`src/rtl/zuart_tx_drain_if.sv`:
```
// FIFO read-port bundle between the byte FIFO and the UART transmit drain.
// The drain is the master: it issues the read strobe and consumes empty/data.
`timescale 1ns/1ps
interface zuart_tx_drain_if;
  logic       iEmpty;
  logic       oRdEn;
  logic [7:0] iData;

  modport master (input iEmpty, input iData, output oRdEn);
  modport slave  (output iEmpty, output iData, input oRdEn);
endinterface

```
`src/rtl/zuart_tx_drain.sv`:
```
// UART transmit drain: pops one byte from the FIFO per frame and shifts it
// out as 8N1/8N2, LSB first. FIFO read data is captured one cycle after the
// single-cycle read strobe.
`timescale 1ns/1ps
module zuart_tx_drain #(
  parameter int clks_per_bit = 104,
  parameter int log2_cpb     = 7,
  parameter int stop_bits    = 1
) (
  input  logic             iClk,
  input  logic             iRstN,
  input  logic             iEn,
  zuart_tx_drain_if.master fifo,
  output logic             oTxd,
  output logic             oBusy
);

  typedef enum logic [2:0] {
    IDLE  = 3'd0,
    READ  = 3'd1,
    LOAD  = 3'd2,
    START = 3'd3,
    DATA  = 3'd4,
    STOP  = 3'd5
  } state_t;

  localparam logic [log2_cpb-1:0] CNT_LAST  = log2_cpb'(clks_per_bit - 1);
  localparam logic [2:0]          STOP_LAST = 3'(stop_bits - 1);

  state_t              state_q, state_d;
  logic                rd_en_q, rd_en_d;
  logic                txd_q,   txd_d;
  logic                busy_q,  busy_d;
  logic [2:0]          bit_q,   bit_d;   // data bit index, reused as stop-bit index
  logic [log2_cpb-1:0] cnt_q,   cnt_d;
  logic [7:0]          shift_q, shift_d;

  logic                cnt_last;
  assign cnt_last = (cnt_q == CNT_LAST);

  // Register bank with synchronous active-low reset; line returns high at once.
  always_ff @(posedge iClk) begin
    if (!iRstN) begin
      state_q <= IDLE;
      rd_en_q <= 1'b0;
      txd_q   <= 1'b1;
      busy_q  <= 1'b0;
      bit_q   <= '0;
      cnt_q   <= '0;
      shift_q <= '0;
    end else begin
      state_q <= state_d;
      rd_en_q <= rd_en_d;
      txd_q   <= txd_d;
      busy_q  <= busy_d;
      bit_q   <= bit_d;
      cnt_q   <= cnt_d;
      shift_q <= shift_d;
    end
  end

  // Next-state and registered-output logic; every output is set one edge ahead
  // so the pins change exactly with the state they belong to.
  always_comb begin
    state_d = state_q;
    rd_en_d = rd_en_q;
    txd_d   = txd_q;
    bit_d   = bit_q;
    cnt_d   = cnt_q;
    shift_d = shift_q;

    unique case (state_q)
      IDLE: begin
        txd_d = 1'b1;
        // The strobe is only ever raised here, so it can never hit an empty FIFO.
        if (iEn && !fifo.iEmpty) begin
          state_d = READ;
          rd_en_d = 1'b1;
        end
      end
      READ: begin
        rd_en_d = 1'b0;
        state_d = LOAD;
      end
      LOAD: begin
        // FIFO data is valid the cycle after the strobe.
        shift_d = fifo.iData;
        txd_d   = 1'b0;
        cnt_d   = '0;
        state_d = START;
      end
      START: begin
        if (cnt_last) begin
          cnt_d   = '0;
          bit_d   = '0;
          txd_d   = shift_q[0];
          state_d = DATA;
        end else begin
          cnt_d = cnt_q + log2_cpb'(1);
        end
      end
      DATA: begin
        if (cnt_last) begin
          cnt_d = '0;
          if (bit_q == 3'd7) begin
            bit_d   = '0;
            txd_d   = 1'b1;
            state_d = STOP;
          end else begin
            shift_d = {1'b0, shift_q[7:1]};
            bit_d   = bit_q + 3'd1;
            txd_d   = shift_q[1];
          end
        end else begin
          cnt_d = cnt_q + log2_cpb'(1);
        end
      end
      STOP: begin
        if (cnt_last) begin
          cnt_d = '0;
          if (bit_q == STOP_LAST) begin
            bit_d   = '0;
            state_d = IDLE;
          end else begin
            bit_d = bit_q + 3'd1;
          end
        end else begin
          cnt_d = cnt_q + log2_cpb'(1);
        end
      end
      default: begin
        state_d = IDLE;
        rd_en_d = 1'b0;
        txd_d   = 1'b1;
      end
    endcase

    busy_d = (state_d != IDLE);
  end

  assign fifo.oRdEn = rd_en_q;
  assign oTxd       = txd_q;
  assign oBusy      = busy_q;

endmodule

```
`src/flat_wrapper.sv`:
```
// flat-port wrapper written by rule: the top's interface ports become plain ports
module zuart_tx_drain_flat 
#(
  parameter int clks_per_bit = 104,
  parameter int log2_cpb     = 7,
  parameter int stop_bits    = 1
)
  (iClk, iRstN, iEn, oTxd, oBusy, fifo_iEmpty, fifo_iData, fifo_oRdEn);
  zuart_tx_drain_if fifo_i ();
  input  logic iClk;
  input  logic iRstN;
  input  logic iEn;
  output logic oTxd;
  output logic oBusy;
  input wire logic [$bits(fifo_i.iEmpty)-1:0] fifo_iEmpty;
  input wire logic [$bits(fifo_i.iData)-1:0] fifo_iData;
  output wire logic [$bits(fifo_i.oRdEn)-1:0] fifo_oRdEn;
  assign fifo_i.iEmpty = fifo_iEmpty;
  assign fifo_i.iData = fifo_iData;
  assign fifo_oRdEn = fifo_i.oRdEn;
  zuart_tx_drain #(.clks_per_bit(clks_per_bit), .log2_cpb(log2_cpb), .stop_bits(stop_bits)) u_core (.iClk(iClk), .iRstN(iRstN), .iEn(iEn), .fifo(fifo_i), .oTxd(oTxd), .oBusy(oBusy));
endmodule
```
`config.mk`:
```
export PLATFORM = sky130hd
export DESIGN_NAME = zuart_tx_drain_flat
export DESIGN_NICKNAME = d
export VERILOG_FILES = /design/src/rtl/zuart_tx_drain_if.sv /design/src/rtl/zuart_tx_drain.sv /design/src/flat_wrapper.sv
export SDC_FILE = /design/constraint.sdc
export NUM_CORES = 1
export LEC_CHECK = 0
export CAP_MARGIN = 20
export CORE_ASPECT_RATIO = 1.5
export CORE_MARGIN = 2
export CORE_UTILIZATION = 40
export CTS_BUF_LIST = sky130_fd_sc_hd__clkbuf_2
export DETAILED_ROUTE_END_ITERATION = 16
export DONT_BUFFER_PORTS = 1
export PLACE_DENSITY_LB_ADDON = 0.15
export SETUP_SLACK_MARGIN = 0.15
export SLEW_MARGIN = 20
export SYNTH_ARGS = -nofsm -noshare
export SYNTH_HDL_FRONTEND = slang
export SYNTH_SLANG_ARGS = --single-unit
```
`constraint.sdc`:
```
create_clock -name iClk -period 5.23 [get_ports iClk]
set_input_delay 1.046 -clock iClk [delete_from_list [all_inputs] [get_ports iClk]]
set_output_delay 1.046 -clock iClk [all_outputs]
set_load 0.05 [all_outputs]
```
Yosys cells after proc, flatten, opt, wreduce, memory -nomap -nowiden
Cells that the tools add are included.

Logic and storage cells: 62. Bits in registers: 24. Input bits: 12.

Reductions and logical operators: 15. Multiplexer cells: 24. Equal/unequal tests: 12. Add/sub/neg operators: 2. Bitwise logic cells: 2.

Operators with widths (count): 3-bit two-way mux (11); 3-bit case mux with 6 select lines (1); 8-bit two-way mux (2); 8-bit case mux with 2 select lines (1); 7-bit case mux with 2 select lines (1); 3-bit equality test, second input constant (3); 3-bit case mux with 3 select lines (1); 2-bit by 1-bit != test with 1-bit output, second input constant (4); 7-bit by 1-bit adder with 7-bit output, second input constant (1); 7-bit equality test, second input constant (1); 7-bit two-way mux (1); 3-bit by 2-bit equality test with 1-bit output, second input constant (2); 3-bit zero test (2); 3-bit AND reduction (2); 3-bit nonzero test (2); 1-bit two-way mux (4); 1-bit case mux with 4 select lines (1); 4-bit AND reduction (1); 2-bit nonzero test (2); 4-bit OR reduction (1); 3-bit by 1-bit adder with 3-bit output, second input constant (1); 3-bit by 1-bit equality test with 1-bit output, second input constant (1); 3-bit OR reduction (1); 2-bit != test, second input constant (1); 6 further kinds (7).

Logic depth before layout (Yosys ltp)
Depth after elaboration: 5. Mapped depth: 6.

Least setup slack after synthesis
OpenSTA, ideal clock, no wires.

Path type: input port to flip-flop. Start point: input port fifo_iEmpty. End point: register u_core.busy_q, in the netlist u_core.oBusy. Library setup time: 0.059 ns. Stages on the path: 4. Slack: 3.376 ns. Data arrival time: 1.795 ns. Path buffers: 0. Cell sequence: nor4b_1 a211oi_1 a22oi_1 o211a_1.

Longest elaborated chain between the ends: 5.

RTL lines: start: declaration (RTL line flat_wrapper.sv:15) `input wire logic [$bits(fifo_i.iEmpty)-1:0] fifo_iEmpty;`; 1-bit zero test (RTL line zuart_tx_drain.sv:76) `if (iEn && !fifo.iEmpty) begin`; 1-bit logical AND (RTL line zuart_tx_drain.sv:76); 3-bit two-way mux (RTL line zuart_tx_drain.sv:76); 3-bit case mux with 6 select lines (RTL line zuart_tx_drain.sv:72) `unique case (state_q)`; 3-bit nonzero test (RTL line zuart_tx_drain.sv:138) `busy_d = (state_d != IDLE);`; end signal: assignment (RTL line zuart_tx_drain.sv:55) `busy_q <= busy_d;`; end: declaration (RTL line zuart_tx_drain.sv:33) `logic busy_q, busy_d;`.

No other way between the ends. A chain may end at the register's enable or synchronous reset.

Final worst setup path
Start point: register u_core.state_q[2]. End point: register u_core.cnt_q[3].

Longest elaborated chain between the ends: 3. Elaborated cells on any way between the ends: 7. Those cells by class: 4 x eq/ne; 1 x mux; 2 x reduce/logical.

RTL lines: start: declaration (RTL line zuart_tx_drain.sv:30) `state_t state_q, state_d;`; start signal: assignment (RTL line zuart_tx_drain.sv:52) `state_q <= state_d;`; 3-bit by 2-bit equality test with 1-bit output or 3-bit equality test (tied branches) (RTL line zuart_tx_drain.sv:72); 3-bit OR reduction (no line); 7-bit case mux with 2 select lines or 2-bit nonzero test (tied branches); end signal: assignment (RTL line zuart_tx_drain.sv:57) `cnt_q <= cnt_d;`; end: declaration (RTL line zuart_tx_drain.sv:35) `logic [log2_cpb-1:0] cnt_q, cnt_d;`.

Parallel ways exist; a longest one is shown, timed or not.

==> run_results.csv <==
group,metric,value,unit
global_route,grt_max_degree,27,
drt,viasPerCell,6.23,
die,start_util,40.9,%
cts,numCtsBuffers,3,
global_route,antenna_found_initial,0,
synth,yosys_warnings,0,
sta,whs,499,ps
power_and_ir_drop,p_sw_share,28.8,%
sta,hold_viol_final,0,
sta,layout_min_cycle_time,2160,ps
worst_setup_path,worstPathArrival,2420,ps
drt,top_layer,"met4",
run,timing.max_cap.violations,0,
die,die_x,51.8,µm
cts,cts_max_path_buffers,2,
drt,wirelength,3180,µm
synth,synthesis.nets,170,
sta,rsz0062_at_grt,"no",
drt,drc,0,
worst_setup_path,cp_slowest_stage_delay,640,ps
synth,avgSynthCellArea,8.90,µm²
hold_path,holdPathEnd,"u_core.shift_q[6]",
cts,cts-hold-fix-buffers,0,
cts,tritoncts,"done",
place,io_buffer_count,0,
global_route,grt_pass1_vias,1140,
power_and_ir_drop,p_int,0.219,mW
hold_path,min_path_cells,2,
synth,syn-cell-area,0.00137,mm²
place,placed_area,0.00138,mm²
power_and_ir_drop,pwr-share-comb,11.1,%
cts,h-tree-depth,1,
drt,postRouteAntennaNets,0,
cts,clk_latency,330,ps
drt,vias,1178,
layout,layout.nets,165,
power_and_ir_drop,clockPowerShare,22.4,%
sta,setup_tns,0,ps
power_and_ir_drop,p_leak,0.473,nW
synth,synth_edf_count,0,
cts,clkTransAtPathRegs,220,ps
synth,synthesis.instances,154,
worst_setup_path,critical-path-top-delay-family,"simple AND/OR/NAND/NOR gates",
global_route,track_usage,18.5,%
power_and_ir_drop,ir_worst_vdd,0.118,mV
worst_setup_path,crit_required,5490,ps
status,status,"completed",
power_and_ir_drop,total_power,0.308,mW
sta,setup_viol,0,
cts,root_buffer,"clkbuf_2",
global_route,grt.overflow.total,0,
layout,mostFrequentLayoutCell,"dfxtp_1",
power_and_ir_drop,p_switching,0.0887,mW
synth,synth-seq-area-share,35.0,%
drt,wl_per_cell,16.8,µm
sta,drv_slew,0,
layout,final_cell_mix,"dfxtp_1 (24), nor2_1 (11), o211ai_1 (9)",
drt,wl_met3,124,µm
cts,post_cts_buffers,0,
sta,skew,7.24,ps
worst_setup_path,setup.worst_path.class,"reg2reg",
drt,dr_wl_met2,1760,µm
sta,period_share,41.3,%
synth,synth_ff_type,"dfxtp_1",
power_and_ir_drop,pwr-share-seq,66.5,%
die,ioPinCount,15,
place,pre_cts_ws,3040,ps
worst_setup_path,reg2reg_from,"u_core.state_q[2]",
synth,ys_ff_latch,24,
die,dieArea,0.00392,mm²
drt,first_pass_iters,4,
die,num_rows,26,
place,gp_congestion,0.787,
layout,fin_cells,189,
worst_setup_path,slowest_stage,"dfxtp_1",
synth,synthArstFlopShare,0,%
layout,post-route-util,41.6,%
worst_setup_path,crit_path_end_kind,"flip-flop",
global_route,grt_pass1_wl,5330,µm
worst_setup_path,r2r_end,"u_core.cnt_q[3]",
cts,clkSinkCount,24,
place,place_hpwl,2380,µm
power_and_ir_drop,power.density,221,mW/mm²
drt,first_iter_violations,18,
cts,cts-resized-gates,0,
worst_setup_path,rrSetupSlack,3070,ps
sta,worst_slack,3070,ps
layout,drive_above_1_share,6.80,%
worst_setup_path,path_buf_inv,0,
sta,worst_slew_pin_slew,592,ps
layout,final_cell_area,0.00140,mm²
worst_setup_path,critPathMaxFanout,16,
drt,met1_length,1260,µm
sta,max_slew_margin,60.0,%
die,core,0.00335,mm²
hold_path,hp-class,"reg2reg",
worst_setup_path,reg2regPathDepth,4,
layout,area_growth,1.73,%
hold_path,hp-start,"u_core.shift_q[6]",
worst_setup_path,cp-start-kind,"flip-flop",
layout,diodes,0,
synth,synth_cell_type_count,47,
sta,fmax,463,MHz
worst_setup_path,crit_chain,"nor2b_1 -> o22ai_2 -> or4_1 -> a31oi_1",
place,dp_cells,186,
die,dieHeight,75.7,µm
layout make-up:
type | count | area, µm²
sequential | 24 | 480
multi-input combinational | 113 | 817
inverter | 6 | 22.5
tap | 42 | 52.6
fill | 344 | 1960
clock buffer | 3 | 15.0
timing repair buffer | 1 | 7.51
sequential cells by signal, summed over array words and instances, names as in the netlist:
register           cells
u_core.state_q         3
u_core.oTxd            1
u_core.oBusy           1
u_core.bit_q           3
u_core.fifo.oRdEn      1
u_core.shift_q         8
u_core.cnt_q           7
worst max-delay path by stage:
stage / startpoint / endpoint / slack, ps / cells after the start
3_5_place_dp: fifo_iEmpty / u_core.oBusy / 3040 / 4
3_3_place_gp: fifo_iEmpty / u_core.oBusy / 3110 / 4
4_1_cts: u_core.fifo.oRdEn / fifo_oRdEn / 3110 / 0
5_1_grt: u_core.state_q[2] / u_core.cnt_q[3] / 2940 / 4
2_1_floorplan: fifo_iEmpty / u_core.oBusy / 3380 / 4
6_report: u_core.state_q[2] / u_core.cnt_q[3] / 3070 / 4
kinds of logic (layout without fill, tap and decap cells):
group	count (synthesis)	in the layout	share of synthesized area, %
compound gates	52	52	30.3
fa+ha+maj	4	4	3.65
mux	8	8	5.93
simple gates	49	49	19.7
flops	24	24	35.0
buf+inv	17	10	5.38
power groups by stage:
stage                     clock [mW]  combinational [mW]  sequential [mW]
after CTS                     0.0744              0.0346            0.205
after global placement             0              0.0332            0.208
after detailed placement           0              0.0344            0.208
final                         0.0689              0.0343            0.204
after floorplan                    0              0.0311            0.205
after global routing          0.0821              0.0389            0.206
per-layer routing:
layer / vias up / global-route usage, %
met5: - / 0
met4: 0 / 7.02
met3: 4 / 2.55
met2: 28 / 35.3
met1: 569 / 20.4
li1: 577 / -
tightest hold or removal path, stage by stage, from the launching register on:
cell and delay, ps:
dfxtp_1 370, o211ai_2 60, o41ai_2 60
cells in the mapped netlist, drive strengths merged, types with 2 or more instances:
cell,number,area share (%)
nand2,8,2.2
nor4b,2,1.3
o31ai,2,1.1
a211oi,2,1.1
nand2b,4,1.8
o211a,3,2.2
or4,2,1.1
o21ai,7,2.6
buf,5,2.1
ha,4,3.6
and3,2,0.91
o211ai,10,5.8
a2111oi,2,1.3
mux2i,7,5.1
inv,5,1.4
nor2b,4,1.8
nand3,5,1.8
nor2,12,3.5
clkbuf,6,1.6
nand4,2,0.91
dfxtp,24,35
a21oi,6,2.2
a2bb2oi,4,2.6
nor3,2,0.73
o41ai,7,5.6
(Power assumes the default switching activity.)
